### src/rtl/ldw_if_stage.sv
// Instruction-fetch stage: holds the PC, picks the next PC from ID's redirect
// results, fetches over a req/ready handshake and drives the IF/ID register.
module ldw_if_stage #(
    parameter logic [31:0] RESET_PC = 32'h0000_0000,
    parameter logic [31:0] NOP_INST = 32'h0000_0000
) (
    input  logic        clk,
    input  logic        rst,
    input  logic [1:0]  pcsource,
    input  logic [31:0] bpc,
    input  logic [31:0] rpc,
    input  logic [31:0] jpc,
    input  logic        nostall,
    input  logic [31:0] imem_rdata,
    input  logic        imem_ready,
    output logic [31:0] imem_addr,
    output logic        imem_req,
    output logic [31:0] pc,
    output logic [31:0] dpc4,
    output logic [31:0] inst,
    output logic        d_valid
);

    localparam int unsigned XLEN = 32;

    typedef enum logic [0:0] {
        S_FETCH = 1'b0,
        S_HOLD  = 1'b1
    } state_t;

    state_t            r_state;
    logic [XLEN-1:0]   r_pc;
    logic [XLEN-1:0]   r_dpc4;
    logic [XLEN-1:0]   r_inst;
    logic              r_d_valid;
    logic              r_pend_valid;
    logic [XLEN-1:0]   r_pend_pc;
    logic [XLEN-1:0]   r_hold;

    state_t            w_state_n;
    logic [XLEN-1:0]   w_pc_n;
    logic [XLEN-1:0]   w_dpc4_n;
    logic [XLEN-1:0]   w_inst_n;
    logic              w_d_valid_n;
    logic              w_pend_valid_n;
    logic [XLEN-1:0]   w_pend_pc_n;
    logic [XLEN-1:0]   w_hold_n;
    logic              w_req;

    logic [XLEN-1:0]   w_pc4;
    logic [XLEN-1:0]   w_tgt;
    logic [XLEN-1:0]   w_npc_raw;
    logic [XLEN-1:0]   w_npc;

    // Next-PC selection; a latched redirect always wins over the live pcsource.
    always_comb begin
        w_pc4 = r_pc + XLEN'(4);
        unique case (pcsource)
            2'b00:   w_tgt = w_pc4;
            2'b01:   w_tgt = bpc;
            2'b10:   w_tgt = rpc;
            default: w_tgt = jpc;
        endcase
        w_npc_raw = r_pend_valid ? r_pend_pc : w_tgt;
        w_npc     = {w_npc_raw[XLEN-1:2], 2'b00};
    end

    // Fetch/hold control and next values for all stage state.
    always_comb begin
        w_state_n      = r_state;
        w_pc_n         = r_pc;
        w_dpc4_n       = r_dpc4;
        w_inst_n       = r_inst;
        w_d_valid_n    = r_d_valid;
        w_pend_valid_n = r_pend_valid;
        w_pend_pc_n    = r_pend_pc;
        w_hold_n       = r_hold;
        w_req          = 1'b0;

        unique case (r_state)
            S_FETCH: begin
                w_req = 1'b1;
                if (imem_ready && nostall) begin
                    w_inst_n       = imem_rdata;
                    w_dpc4_n       = w_pc4;
                    w_d_valid_n    = 1'b1;
                    w_pc_n         = w_npc;
                    w_pend_valid_n = 1'b0;
                end else if (imem_ready) begin
                    w_hold_n  = imem_rdata;
                    w_state_n = S_HOLD;
                end else if (nostall) begin
                    w_inst_n    = NOP_INST;
                    w_d_valid_n = 1'b0;
                    // Defer the redirect so the word in flight still issues as the delay slot.
                    if ((pcsource != 2'b00) && !r_pend_valid) begin
                        w_pend_pc_n    = w_tgt;
                        w_pend_valid_n = 1'b1;
                    end
                end
            end
            S_HOLD: begin
                if (nostall) begin
                    w_inst_n       = r_hold;
                    w_dpc4_n       = w_pc4;
                    w_d_valid_n    = 1'b1;
                    w_pc_n         = w_npc;
                    w_pend_valid_n = 1'b0;
                    w_state_n      = S_FETCH;
                end
            end
            default: w_state_n = S_FETCH;
        endcase
    end

    always_ff @(posedge clk) begin
        if (rst) begin
            r_state      <= S_FETCH;
            r_pc         <= RESET_PC;
            r_dpc4       <= '0;
            r_inst       <= NOP_INST;
            r_d_valid    <= 1'b0;
            r_pend_valid <= 1'b0;
            r_pend_pc    <= '0;
            r_hold       <= '0;
        end else begin
            r_state      <= w_state_n;
            r_pc         <= w_pc_n;
            r_dpc4       <= w_dpc4_n;
            r_inst       <= w_inst_n;
            r_d_valid    <= w_d_valid_n;
            r_pend_valid <= w_pend_valid_n;
            r_pend_pc    <= w_pend_pc_n;
            r_hold       <= w_hold_n;
        end
    end

    // The request drops immediately under reset so memory never sees a stale fetch.
    assign imem_req  = w_req & ~rst;
    assign imem_addr = r_pc;
    assign pc        = r_pc;
    assign dpc4      = r_dpc4;
    assign inst      = r_inst;
    assign d_valid   = r_d_valid;

endmodule

### config.mk
export PLATFORM = sky130hd
export DESIGN_NAME = ldw_if_stage
export DESIGN_NICKNAME = d
export VERILOG_FILES = /design/src/rtl/ldw_if_stage.sv
export SDC_FILE = /design/constraint.sdc
export NUM_CORES = 1
export LEC_CHECK = 0
export CAP_MARGIN = 20
export CORE_ASPECT_RATIO = 1.4
export CORE_MARGIN = 5
export CORE_UTILIZATION = 30
export DETAILED_ROUTE_END_ITERATION = 10
export PLACE_DENSITY = 0.59
export RECOVER_POWER = 50
export SYNTH_ARGS = -nofsm -noshare
export SYNTH_HDL_FRONTEND = slang
export SYNTH_SLANG_ARGS = --single-unit
### constraint.sdc
create_clock -name clk -period 2.7 [get_ports clk]
set_input_delay 0.405 -clock clk [delete_from_list [all_inputs] [get_ports clk]]
set_output_delay 0.405 -clock clk [all_outputs]
set_load 0.005 [all_outputs]
==> results by group, run 1 <==
Synthesis
  – Synth top area cells: dfxtp_1, nand2_1, nor2_1
  – Post-synth EDFFs: 0
  – Most instantiated cells after synthesis: nand2_1, dfxtp_1, nor2_1, a21oi_1, clkbuf_1
  – Area share of the largest cell type after synthesis: a little under 40%
  – Prevailing post-synth register cell: dfxtp_1
  – Synth Warn #: 0
  – Post-synthesis async set-or-reset flop share: 0%
  – Yosys top cell by area: dfxtp_1
  – Yosys cell types: 64
  – Synthesis-stage register bit count: about 160
  – Most frequent cell after synthesis: nand2_1
  – Synthesized instance count: 1029
  – Synth Area per Inst: about 7.8 sq um
  – Cell Area, Synth: 8040 sq um
  – Seq/Total Area, Yosys: approximately 39%

Worst setup path
  – Worst reg2reg path startpoint: r_state$_SDFF_PP0_
  – Worst Path Max Fanout: 21
  – Crit path DAT: between 2 and 3 ns
  – R2R depth: 5
  – Worst setup SP type: flop
  – Slowest-stage cell, CP: o21ai_1
  – CP Capture Type: flop
  – CP max stage delay: slightly above 0.9 ns
  – Crit-path cells: o21ai_1 -> clkbuf_2 -> nor2_1 -> o21ai_0 -> a31oi_1
  – CP required: ~3.0 ns
  – Reg2reg setup slack: between 0.3 and 0.4 ns
  – Reg2reg end: imem_addr[13]$_SDFFE_PP0P_
  – Crit Path Class: flop to flop

Place
  – Post-DP HPWL: between 15 and 20 mm
  – Port-buffer cells: ~250
  – Inst Count DP: approximately 1500
  – GPL Wtd Cong: 0.799

Job
  – Max Cap Viol: 0

Floorplan
  – I/O Pins: 264
  – Total core area: 26700 sq um
  – Die height: just over 200 um
  – Die width: roughly 150 um
  – Initial Utilization: between 30% and 40%
  – Row cnt: slightly above 70
  – Die footprint: ~30000 sq um

GRT
  – Tot GR Track Use: between 10% and 20%
  – Vias in the first global route: around 7500
  – Initial antenna violation count: 0
  – Largest net degree at the start of global routing: 63
  – First-pass GRT wire length: around 42 mm
  – Total gr overflow: 0

Timing
  – Worst Max-Slew Pin Slew: about 1.2 ns
  – Setup Viol. Count Final: 0
  – Slew margin rel.: approximately 22%
  – Fin crit share: roughly 88%
  – Setup TNS: 0 ns
  – Max Slew Vio Count: 0
  – Max Clock Skew: 0.00923 ns
  – F_max: ~0.42 GHz
  – Unrepaired setup endpoints after global routing: false
  – Hold Fails Final Rpt: 0
  – Final Critical Period: 2.37 ns

Worst hold path
  – Hold Crit Start: rst
  – Min-Delay Endpoint: r_pend_pc[29]$_SDFFE_PP0P_
  – Hold depth: 2
  – Hold WC Path Type: primary input to flop

Final layout
  – Layout Nets: between 1000 and 1500
  – Share of layout cells above drive strength 1: approximately 8.3%
  – Layout overhead on the synthesized area: 41.0%
  – Post-Layout Cell Count: roughly 1600
  – ANT cells: 0

Clock network
  – Clock-pin slew on the worst setup and hold paths: roughly 0.070 ns
  – Cts bufs inserted: 17
  – Skew-Pair Late Insertion Delay: 0.43 ns
  – Clock Sinks: ~160
  – Root Driver: clkbuf_16
  – H-tree depth: 4
  – Post-CTS sizing: 0
  – CTS max path bufs: 2
  – Cts hold-fix bufs: 0
  – Setup Fix Bufs, Post-CTS: 0
  – CTS tree: done

Routing
  – 1st-iter DRT viols: around 450
  – Wirelength, routed: 27.2 mm
  – Avg WL per Cell: around 17 um
  – 1st-pass router iterations: 5
  – Via/cell ratio: ~5.0
  – Detailed-route via count: 7858
  – Drt drc: 0
  – Post-route ant nets: 0

Pwr
  – PD cells: 546 nW/um^2
  – Leakage: 4.25 nW
  – VDD IR max: roughly 440 uV

Status
  – Status: finished clean
==> cell type report <==
cell class                 count  area (sq um)
timing repair buffer         295          2880
sequential                   157          3140
tap                          328           410
clock inverter                 8           106
fill                        2713         15300
clock buffer                  24           482
inverter                      11          41.3
multi-input combinational    740          4270
==> stage by stage <==
step / worst slack (ns) / power, W / util, % / cell area (sq um) / hold WS [ns]
6_report: 0.327 / 0.00619 / 42.5 / 11300 / 0.404
4_1_cts: 0.239 / 0.00631 / 42.6 / 11400 / 0.364
3_3_place_gp: 0.418 / 0.00381 / 40.4 / 10800 / 0.441
2_1_floorplan: 0.569 / 0.00320 / - / 8050 / 0.432
5_1_grt: 0.138 / 0.00650 / 42.5 / 11300 / 0.396
3_5_place_dp: 0.401 / 0.00383 / 40.4 / 10800 / 0.447
==> flip-flops by register name, indices dropped and copies added (netlist names) <==
signal / flops
d_valid: 1
imem_addr: 30
inst: 32
r_pend_pc: 30
dpc4: 30
r_state: 1
r_pend_valid: 1
r_hold: 32
==> critical path: cells and delay by family, from the launching register on <==
kind / cells / cell delay (ns)
buffers and inverters: 1 / 0.57
AOI/OAI and AO/OA: 3 / 1.13
DFF: 1 / 0.44
and+or+nand+nor: 1 / 0.12
==> layer usage <==
| metal | share of wire (%) | vias to the layer above | GRT usage (%) |
|---|---|---|---|
| li1 | - | 3957 | - |
| met3 | 5.4 | 24 | 4.40 |
| met4 | 1.7 | 0 | 4.95 |
| met5 | 0 | - | 0 |
| met1 | 41 | 3669 | 21.4 |
| met2 | 52 | 208 | 31.2 |
==> power breakdown <==
group          total, W  leakage [nW]  switching [W]  internal [W]
registers       0.00259          1.29       0.000123       0.00246
clock network   0.00246         0.281        0.00102       0.00144
logic           0.00114          2.68       0.000527      0.000611
==> placed cells by master, fill, tap and decap left out, types with 14 or more instances in the layout <==
cell and n:
nor2_1 135, a211oi_1 36, dfxtp_1 156, mux2i_1 18, clkbuf_16 17, nor3_1 19
nand2_1 167, dlygate4sd3_1 81, clkdlybuf4s50_1 165, a21oi_1 76, buf_4 35, o21ai_0 58
xor2_1 14, o211ai_1 34
==> worst max-delay path by stage <==
stage	start	end	slack (ns)
after CTS	r_state$_SDFF_PP0_	imem_req	0.24
after floorplan	imem_addr[2]$_SDFFE_PP0P_	imem_addr[20]$_SDFFE_PP0P_	0.57
final	r_state$_SDFF_PP0_	imem_addr[13]$_SDFFE_PP0P_	0.33
after global routing	imem_addr[2]$_SDFFE_PP0P_	dpc4[15]$_SDFFE_PP0P_	0.14
after global placement	imem_addr[6]$_SDFFE_PP0P_	dpc4[26]$_SDFFE_PP0P_	0.42
after detailed placement	imem_addr[6]$_SDFFE_PP0P_	dpc4[26]$_SDFFE_PP0P_	0.40
==> logic make-up after synthesis <==
kind of cell / share of synthesized area, %
adders and majority gates: 0.156
xor gates and xnor gates: 2.62
buffers and inverters: 8.16
DFF: 39.1
AOI/OAI and AO/OA: 22.5
muxes: 5.19
and+or+nand+nor: 22.2
other: 0.0467
(Power assumes the default switching activity.)
==> inputs of run 2 (changes only) <==
--- a/config.mk
+++ b/config.mk
@@ -5,6 +5,7 @@
 export SDC_FILE = /design/constraint.sdc
 export NUM_CORES = 1
 export LEC_CHECK = 0
+export ABC_AREA = 0
 export CAP_MARGIN = 20
 export CORE_ASPECT_RATIO = 1.4
 export CORE_MARGIN = 5
@@ -12,6 +13,7 @@
 export DETAILED_ROUTE_END_ITERATION = 10
 export PLACE_DENSITY = 0.59
 export RECOVER_POWER = 50
+export SKIP_LAST_GASP = 1
 export SYNTH_ARGS = -nofsm -noshare
 export SYNTH_HDL_FRONTEND = slang
 export SYNTH_SLANG_ARGS = --single-unit
==> results of run 2 <==
Same layout as run 1: the final DEF is identical, and so are final timing and power.
